--- src/rtl/instr_encoder_if.sv ---
// Loader bus: decoded field bundle in, encoded word out to IMEM.
// The slave side is the encoder; the master side drives bundles and memory.
interface instr_encoder_if #(
  parameter int ADDR_W = 12
);
  logic              in_valid;
  logic              in_ready;
  logic              in_last;
  logic [2:0]        in_imm_type;
  logic [6:0]        in_opcode;
  logic [4:0]        in_rd;
  logic [4:0]        in_rs1;
  logic [4:0]        in_rs2;
  logic [2:0]        in_funct3;
  logic [6:0]        in_funct7;
  logic [31:0]       in_imm;
  logic              mem_we;
  logic [ADDR_W-1:0] mem_addr;
  logic [31:0]       mem_wdata;
  logic              mem_ready;

  modport slave (
    input  in_valid, in_last, in_imm_type,
    input  in_opcode, in_rd, in_rs1, in_rs2,
    input  in_funct3, in_funct7, in_imm,
    output in_ready,
    output mem_we, mem_addr, mem_wdata,
    input  mem_ready
  );

  modport master (
    output in_valid, in_last, in_imm_type,
    output in_opcode, in_rd, in_rs1, in_rs2,
    output in_funct3, in_funct7, in_imm,
    input  in_ready,
    input  mem_we, mem_addr, mem_wdata,
    output mem_ready
  );
endinterface

--- src/rtl/instr_encoder.sv ---
// RV32I field-bundle to instruction-word packer streaming into IMEM.
// Define IMM_CHECK_EN to range-check immediates and drop violating beats.
module instr_encoder #(
  parameter int ADDR_W = 12
) (
  input  logic              clk,
  input  logic              rst_n,
  input  logic              start,
  input  logic [ADDR_W-1:0] base_addr,
  instr_encoder_if.slave    bus,
  output logic              busy,
  output logic              done,
  output logic              err_type,
  output logic              err_imm,
  output logic [ADDR_W-1:0] word_count
);

  typedef enum logic [1:0] {
    IDLE,
    RUN,
    DRAIN
  } state_t;

  state_t state, state_nxt;

  logic [31:0] imm;
  logic [31:0] word;
  logic        type_ok;
  logic        imm_ok;
  logic        accept;
  logic        complete;
  logic        wr_ok;

  assign imm      = bus.in_imm;
  assign complete = bus.mem_we & bus.mem_ready;
  assign accept   = bus.in_valid & bus.in_ready;
  assign wr_ok    = accept & type_ok & imm_ok;

  always_comb begin
    word    = '0;
    type_ok = 1'b1;
    imm_ok  = 1'b1;
    unique case (bus.in_imm_type)
      3'b000: word = {bus.in_funct7, bus.in_rs2,
                      bus.in_rs1, bus.in_funct3,
                      bus.in_rd, bus.in_opcode};
      3'b001: word = {imm[11:0], bus.in_rs1,
                      bus.in_funct3, bus.in_rd,
                      bus.in_opcode};
      3'b010: word = {imm[31:12], bus.in_rd,
                      bus.in_opcode};
      3'b011: word = {imm[20], imm[10:1], imm[11],
                      imm[19:12], bus.in_rd,
                      bus.in_opcode};
      3'b100: word = {imm[12], imm[10:5], bus.in_rs2,
                      bus.in_rs1, bus.in_funct3,
                      imm[4:1], imm[11],
                      bus.in_opcode};
      3'b101: word = {imm[11:5], bus.in_rs2,
                      bus.in_rs1, bus.in_funct3,
                      imm[4:0], bus.in_opcode};
      default: type_ok = 1'b0;
    endcase
`ifdef IMM_CHECK_EN
    unique case (bus.in_imm_type)
      3'b001, 3'b101:
        imm_ok = (&imm[31:11]) | ~(|imm[31:11]);
      3'b100:
        imm_ok = ((&imm[31:12]) | ~(|imm[31:12]))
                 & ~imm[0];
      3'b011:
        imm_ok = ((&imm[31:20]) | ~(|imm[31:20]))
                 & ~imm[0];
      3'b010:
        imm_ok = ~(|imm[11:0]);
      default: imm_ok = 1'b1;
    endcase
`endif
  end

  always_comb begin
    state_nxt    = state;
    bus.in_ready = 1'b0;
    done         = 1'b0;
    unique case (state)
      IDLE:
        if (start) state_nxt = RUN;
      RUN: begin
        bus.in_ready = ~bus.mem_we | bus.mem_ready;
        if (accept & bus.in_last) state_nxt = DRAIN;
      end
      DRAIN:
        if (~bus.mem_we | bus.mem_ready) begin
          done      = 1'b1;
          state_nxt = IDLE;
        end
      default: state_nxt = IDLE;
    endcase
  end

  assign busy = (state != IDLE);

  always_ff @(posedge clk or negedge rst_n) begin
    if (!rst_n) state <= IDLE;
    else        state <= state_nxt;
  end

  always_ff @(posedge clk or negedge rst_n) begin
    if (!rst_n) begin
      bus.mem_we    <= 1'b0;
      bus.mem_addr  <= '0;
      bus.mem_wdata <= '0;
      word_count    <= '0;
      err_type      <= 1'b0;
    end else begin
      if ((state == IDLE) && start) begin
        bus.mem_addr <= base_addr & ~ADDR_W'(3);
        word_count   <= '0;
        err_type     <= 1'b0;
      end else if (complete) begin
        bus.mem_addr <= bus.mem_addr + ADDR_W'(4);
        word_count   <= word_count + ADDR_W'(1);
      end
      // A new word may load in the same cycle the old one retires.
      if (wr_ok) begin
        bus.mem_we    <= 1'b1;
        bus.mem_wdata <= word;
      end else if (complete) begin
        bus.mem_we <= 1'b0;
      end
      if (accept & ~type_ok) err_type <= 1'b1;
    end
  end

`ifdef IMM_CHECK_EN
  always_ff @(posedge clk or negedge rst_n) begin
    if (!rst_n) begin
      err_imm <= 1'b0;
    end else if ((state == IDLE) && start) begin
      err_imm <= 1'b0;
    end else if (accept & type_ok & ~imm_ok) begin
      err_imm <= 1'b1;
    end
  end
`else
  assign err_imm = 1'b0;
`endif

endmodule
--- src/flat_wrapper.sv ---
// flat-port wrapper written by rule: the top's interface ports become plain ports
module instr_encoder_flat 
#(
  parameter int ADDR_W = 12
)
  (clk, rst_n, start, base_addr, busy, done, err_type, err_imm, word_count, bus_in_valid, bus_in_last, bus_in_imm_type, bus_in_opcode, bus_in_rd, bus_in_rs1, bus_in_rs2, bus_in_funct3, bus_in_funct7, bus_in_imm, bus_in_ready, bus_mem_we, bus_mem_addr, bus_mem_wdata, bus_mem_ready);
  instr_encoder_if #(.ADDR_W(ADDR_W)) bus_i ();
  input  logic clk;
  input  logic rst_n;
  input  logic start;
  input  logic [ADDR_W-1:0] base_addr;
  output logic busy;
  output logic done;
  output logic err_type;
  output logic err_imm;
  output logic [ADDR_W-1:0] word_count;
  input wire logic [$bits(bus_i.in_valid)-1:0] bus_in_valid;
  input wire logic [$bits(bus_i.in_last)-1:0] bus_in_last;
  input wire logic [$bits(bus_i.in_imm_type)-1:0] bus_in_imm_type;
  input wire logic [$bits(bus_i.in_opcode)-1:0] bus_in_opcode;
  input wire logic [$bits(bus_i.in_rd)-1:0] bus_in_rd;
  input wire logic [$bits(bus_i.in_rs1)-1:0] bus_in_rs1;
  input wire logic [$bits(bus_i.in_rs2)-1:0] bus_in_rs2;
  input wire logic [$bits(bus_i.in_funct3)-1:0] bus_in_funct3;
  input wire logic [$bits(bus_i.in_funct7)-1:0] bus_in_funct7;
  input wire logic [$bits(bus_i.in_imm)-1:0] bus_in_imm;
  output wire logic [$bits(bus_i.in_ready)-1:0] bus_in_ready;
  output wire logic [$bits(bus_i.mem_we)-1:0] bus_mem_we;
  output wire logic [$bits(bus_i.mem_addr)-1:0] bus_mem_addr;
  output wire logic [$bits(bus_i.mem_wdata)-1:0] bus_mem_wdata;
  input wire logic [$bits(bus_i.mem_ready)-1:0] bus_mem_ready;
  assign bus_i.in_valid = bus_in_valid;
  assign bus_i.in_last = bus_in_last;
  assign bus_i.in_imm_type = bus_in_imm_type;
  assign bus_i.in_opcode = bus_in_opcode;
  assign bus_i.in_rd = bus_in_rd;
  assign bus_i.in_rs1 = bus_in_rs1;
  assign bus_i.in_rs2 = bus_in_rs2;
  assign bus_i.in_funct3 = bus_in_funct3;
  assign bus_i.in_funct7 = bus_in_funct7;
  assign bus_i.in_imm = bus_in_imm;
  assign bus_in_ready = bus_i.in_ready;
  assign bus_mem_we = bus_i.mem_we;
  assign bus_mem_addr = bus_i.mem_addr;
  assign bus_mem_wdata = bus_i.mem_wdata;
  assign bus_i.mem_ready = bus_mem_ready;
  instr_encoder #(.ADDR_W(ADDR_W)) u_core (.clk(clk), .rst_n(rst_n), .start(start), .base_addr(base_addr), .bus(bus_i), .busy(busy), .done(done), .err_type(err_type), .err_imm(err_imm), .word_count(word_count));
endmodule
--- config.mk ---
export PLATFORM = sky130hd
export DESIGN_NAME = instr_encoder_flat
export DESIGN_NICKNAME = d
export VERILOG_FILES = /design/src/rtl/instr_encoder_if.sv /design/src/rtl/instr_encoder.sv /design/src/flat_wrapper.sv
export SDC_FILE = /design/constraint.sdc
export NUM_CORES = 1
export LEC_CHECK = 0
export ABC_CLOCK_PERIOD_IN_PS = 3100
export CAP_MARGIN = 40
export CORE_UTILIZATION = 42
export DETAILED_ROUTE_END_ITERATION = 8
export PLACE_DENSITY = 0.82
export SLEW_MARGIN = 10
export SYNTH_ARGS = -nofsm -noshare
export SYNTH_HDL_FRONTEND = slang
export SYNTH_SLANG_ARGS = --single-unit
--- constraint.sdc ---
create_clock -name clk -period 3.1 [get_ports clk]
set_clock_uncertainty 0.05 [all_clocks]
set_input_delay 0.62 -clock clk [delete_from_list [all_inputs] [get_ports clk]]
set_output_delay 0.62 -clock clk [all_outputs]
set_load 0.02 [all_outputs]
# ---- Word level (Yosys, flattened, before mapping)
# Cells that the tools add are included.
dict set report word_totals {
  mem_bits_ro 0
  wordCells 52
  latch_bits 0
  out_inout_bits 62
  mem_count 0
  mem_bits_rw 0
  ff_bits 60
  in_bits 85
}
dict set report classes {
  reduce_logical 9
  n_mul 0
  div_mod_pow 0
  muxes 17
  shifts 0
  addsub 2
  order_cmp 0
  n_bitwise 8
  eq_ne 10
}
# operator n
set op_table {}
lappend op_table {{case mux 32 bit (6 select lines)} 1}
lappend op_table {{two-way mux 12 bit} 4}
lappend op_table {{adder 12 x 1 -> 12 bit (second input constant)} 1}
lappend op_table {{adder 12 x 3 -> 12 bit (second input constant)} 1}
lappend op_table {{two-way mux 1 bit} 8}
lappend op_table {{nonzero test 2 bit} 4}
lappend op_table {{equality test 3 x 2 -> 1 bit (second input constant)} 2}
lappend op_table {{equality test 3 bit (second input constant)} 2}
lappend op_table {{two-way mux 2 bit} 3}
lappend op_table {{case mux 2 bit (3 select lines)} 1}
lappend op_table {{OR reduction 6 bit} 1}
lappend op_table {{bitwise AND 1 bit} 5}
lappend op_table {{inequality test 2 x 1 -> 1 bit (second input constant)} 2}
lappend op_table {{equality test 3 x 1 -> 1 bit (second input constant)} 1}
lappend op_table {{zero test 3 bit} 1}
lappend op_table {{AND reduction 3 bit} 1}
lappend op_table {{equality test 2 x 1 -> 1 bit (second input constant)} 1}
lappend op_table {{equality test 2 bit (second input constant)} 1}
lappend op_table {{zero test 2 bit} 1}
lappend op_table {{inequality test 2 bit (second input constant)} 1}
lappend op_table {{NOT 1 bit} 2}
lappend op_table {{logical AND 1 bit} 1}
lappend op_table {{OR 1 bit} 1}

# ---- Depth between registers and ports, before layout
dict set report logic_depth {
  depth_word 7
  ltp_mapped 7
  ltp_nobuf 5
}

# ---- Least setup slack after synthesis
# Ideal clock, no wire load.
dict set report synth_path {
  kind {input to output}
  start {input port bus_mem_ready}
  end {output port done}
  path_slack_ns 1.238
  stages 3
  n_path_buf 1
  arrival_ns 1.192
  t_required_ns 2.430
  cell_sequence {nand2b_1 buf_4 nor2b_1}
}
dict set report synth_via {
  elab_chain_len 3
}
# element line
set synth_rtl {}
lappend synth_rtl {{from (decl)} flat_wrapper.sv:31} ;# input wire logic [$bits(bus_i.mem_ready)-1:0] bus_mem_ready;
lappend synth_rtl {{OR 1 bit} instr_encoder.sv:93} ;# if (~bus.mem_we | bus.mem_ready) begin
lappend synth_rtl {{two-way mux 1 bit} instr_encoder.sv:93}
lappend synth_rtl {{two-way mux 1 bit} instr_encoder.sv:85} ;# unique case (state)
lappend synth_rtl {{to (decl)} flat_wrapper.sv:13} ;# output logic done;
# Every way passes these cells.

# ---- Worst setup path after layout
# Same ends and word-level chain as after synthesis.

==> summary.md <==
| Metric | Value |
|---|---|
| Count of pins over their slew limit | `0` |
| Ys Warns | `0` |
| CP arrival | `between 2 and 2.5 ns` |
| Crit end category | `primary output` |
| Compound-Gate Fraction of Synth Area | `around a fifth` |
| Die Height | `88.1 µm` |
| Final Hold Vio Count | `0` |
| Synth-to-Final Area Change | `52.8%` |
| Grt total ovfl | `0` |
| Mux share of post-synthesis cell area | `4.86%` |
| Status | `complete, no violations` |
| Setup_tns | `0 ns` |
| Multi-input gate area | `1520 µm²` |
| WS Path Type | `input port to primary output` |
| Clk network pwr share | `16.5%` |
| RSZ-0062 raised after global routing | `no` |
| Die W | `88.1 µm` |
| TritonCTS buffer count | `9` |
| Post-CTS Setup Bufs | `0` |
| Clock Tree Buf Depth | `2` |
| Syn_area_per_cell | `approximately 9.6 µm²` |
| Worst path slowest cell | `clkdlybuf4s50_1` |
| Root Driver | `clkbuf_8` |
| Hold Crit Class | `input port to async pin` |
| Die area | `7770 µm²` |
| CTS H-Tree Depth | `3` |
| CTS Hold Bufs | `0` |
| Fillers | `between 500 and 600` |
| Grt met2 use | `38.1%` |
| Critical path required time | `2.43 ns` |
| GPL Wtd Cong | `0.853` |
| CTS sink count | `58` |
| P_int | `2.26 mW` |
| Row Count | `31` |
| Switch share | `39.0%` |
| Clock Latency Late Sink | `~0.34 ns` |
| Critical Path Start | `bus_mem_ready` |
| Post-synthesis xor/xnor area fraction | `5.34%` |
| Reg2reg path depth | `5` |
| Main synth FF type | `dfrtp_1` |
| Post-DP HPWL | `6250 µm` |
| Number of antenna violations at the first check in global routing | `0` |
| Crit-path max FO | `3` |
| Post_cts resized | `0` |
| Cell Area, Placed | `approximately 4600 µm²` |
| Post-Synth Simple-Gate Area | `between 15 and 20%` |
| Global routing usage on met3 | `under 10%` |
| P_leak | `approximately 1.9 nW` |
| Adder-cell area share of the yosys netlist | `less than 1%` |
| Worst path max stage delay | `0.61 ns` |
| Total core area | `just over 7000 µm²` |
| Via Count | `3023` |
| Busiest grt layer | `met2` |
| Gate power share | `48.0%` |
| Sequential area share after synthesis | `46.6%` |
| IO Count | `147` |
| Sequential Area | `1450 µm²` |
| Crit path cell chain | `clkdlybuf4s50_1 -> nand2b_1 -> nor2b_1 -> clkdlybuf4s50_1` |
| Worst vdd rail ir drop | `0.340 mV` |
| Port buffer count | `141` |
| Vias in the first global route | `3011` |
| Wirelength per Cell | `roughly 15 µm` |
| Cells after synthesis | `323` |
| Post-synth ARST share | `100%` |
| Crit share post-route | `88.4%` |
| GR Util met1 | `30.4%` |
| R2R Setup Slk | `1.33 ns` |
| Final setup vio count | `0` |
| FMAX | `between 300 and 400 MHz` |
| Sequential Power Share | `between 30% and 40%` |
| CP startpoint kind | `input port` |
| Min cycle time layout | `~2.7 ns` |
| Pre-antenna DRT Iters | `4` |
| Distinct cells, synth | `45` |
| Pwr/cell area | `between 700 and 800 nW/µm²` |
| Synth Register Bits | `58` |
| Fin area | `4760 µm²` |
| R2R Path End | `u_core.bus.mem_wdata[20]` |
| Worst relative slew slack | `50.8%` |
| Synthesized area | `3120 µm²` |
| Initial Util | `a little over two fifths` |
| CTS tree | `built` |
| Gr usage total | `between 20% and 30%` |
| Sw power | `1.45 mW` |
| Largest net degree at the start of global routing | `59` |
| Post-synth EDFFs | `0` |
| Reg clk slew, reported paths | `approximately 0.070 ns` |
| Maximum capacitance violations | `0` |
| Share of cells above drive strength 1 | `9.64%` |
| Nets | `549` |
| First-pass GRT wire length | `13900 µm` |
| Via/cell ratio | `5.34` |
| Cell mode on critical path | `clkdlybuf4s50_1` |
| Drt drc | `0` |
| Initial drt markers | `137` |
| Crit path capture | `done` |
| Slew @ Worst Pin | `0.738 ns` |
| Final WL | `roughly 8600 µm` |
| Reg2Reg Launch Point | `u_core.bus.mem_we` |
| Combinational family with the most area after synthesis | `compound AO/OA/AOI/OAI gates` |
| ANT cells | `0` |
| Remaining antenna violation count after routing | `0` |
[area by class of cell]
class                           count  area share, %
Sequential cell                    58           30.5
Multi-Input combinational cell    237           31.9
Tap cell                           99           2.60
Timing Repair Buffer              150           31.0
Clock inverter                      5          0.631
Clock buffer                       11           2.97
Inverter                            6          0.473
[logic make-up (layout without fill, tap and decap cells)]
group,Yosys count,in the layout
AOI/OAI and AO/OA,93,93
xor gates and xnor gates,19,19
DFF,58,58
muxes,14,14
adders and majority gates,2,2
and+or+nand+nor,106,106
buffers and inverters,30,172
other,1,3
[per-layer routing]
layer  up-vias  wire length, µm  share of wire, %
li1       1449                -                 -
met1      1452             3770                44
met2       108             4200                49
met3        14              527               6.1
met4         0              133               1.5
met5         -                0                 0
[critical path, delay by kind of cell]
kind                   cells  cell delay (ns)
AND/OR/NAND/NOR            2             0.34
buffers and inverters      2             1.11
[placed cells by master, fill, tap and decap left out, types with 10 or more instances in the layout]
| cell | synthesis | final |
|---|---|---|
| a21oi_1 | 11 | 11 |
| a22oi_1 | 16 | 16 |
| clkbuf_8 | 0 | 10 |
| clkdlybuf4s50_1 | 0 | 140 |
| dfrtp_1 | 58 | 58 |
| nand2_1 | 32 | 32 |
| nand4_1 | 10 | 10 |
| nor2_1 | 33 | 32 |
| nor3_1 | 11 | 11 |
| o21ai_0 | 21 | 21 |
| o22ai_1 | 12 | 12 |
| o2bb2ai_1 | 12 | 12 |
| xnor2_1 | 11 | 11 |
[how the worst min path moves through the flow]
stage | to | depth (start not counted)
final | u_core.bus.mem_wdata[6] | 2
after global routing | u_core.bus.mem_wdata[28] | 2
after CTS | u_core.bus.mem_wdata[6] | 2
after detailed placement | u_core.bus.mem_wdata[23] | 2
after global placement | u_core.state[0] | 1
after floorplan | u_core.bus.mem_addr[10] | 0
[sequential cells by signal, indices dropped and copies added, names as in the netlist]
register and count:
u_core.bus.mem_wdata 32, u_core.word_count 12, u_core.bus.mem_addr 10, u_core.state 2, u_core.bus.mem_we 1, u_core.err_type 1
[cells in the mapped netlist (all sizes together), types with 5 or more instances]
master	number	area, µm²
mux2	9	101
a22oi	16	120
o2bb2ai	12	105
o22a	6	52.6
nand4	11	83.8
nand2	32	120
inv	6	22.5
a21oi	11	55.1
clkbuf	6	22.5
xnor2	11	96.3
mux2i	5	50.1
o21ai	22	110
a211oi	6	50.1
xor2	8	70.1
nor3	11	55.1
buf	18	111
nor2	33	124
dfrtp	58	1450
o22ai	12	75.1
[power groups by stage]
stage	clock, mW	combinational, mW	sequential, mW
2_1_floorplan	0	0.572	1.65
3_3_place_gp	0	1.74	1.31
3_5_place_dp	0	1.78	1.32
4_1_cts	0.626	1.79	1.31
5_1_grt	0.658	1.92	1.36
6_report	0.613	1.78	1.32
[metrics by stage]
stage / hold WS [ns] / total power [mW] / worst slack (ns) / utilization (%) / std cells
floorplan: 0.274 / 2.22 / 1.24 / - / 325
global placement: 0.401 / 3.05 / 0.357 / 63.6 / 550
detailed placement: 0.420 / 3.10 / 0.359 / 63.6 / 550
CTS: 0.406 / 3.73 / 0.343 / 66.0 / 566
global route: 0.453 / 3.94 / 0.256 / 66.0 / 566
finish: 0.387 / 3.71 / 0.360 / 66.0 / 566
Note: power is estimated with default switching activity, not from simulation.
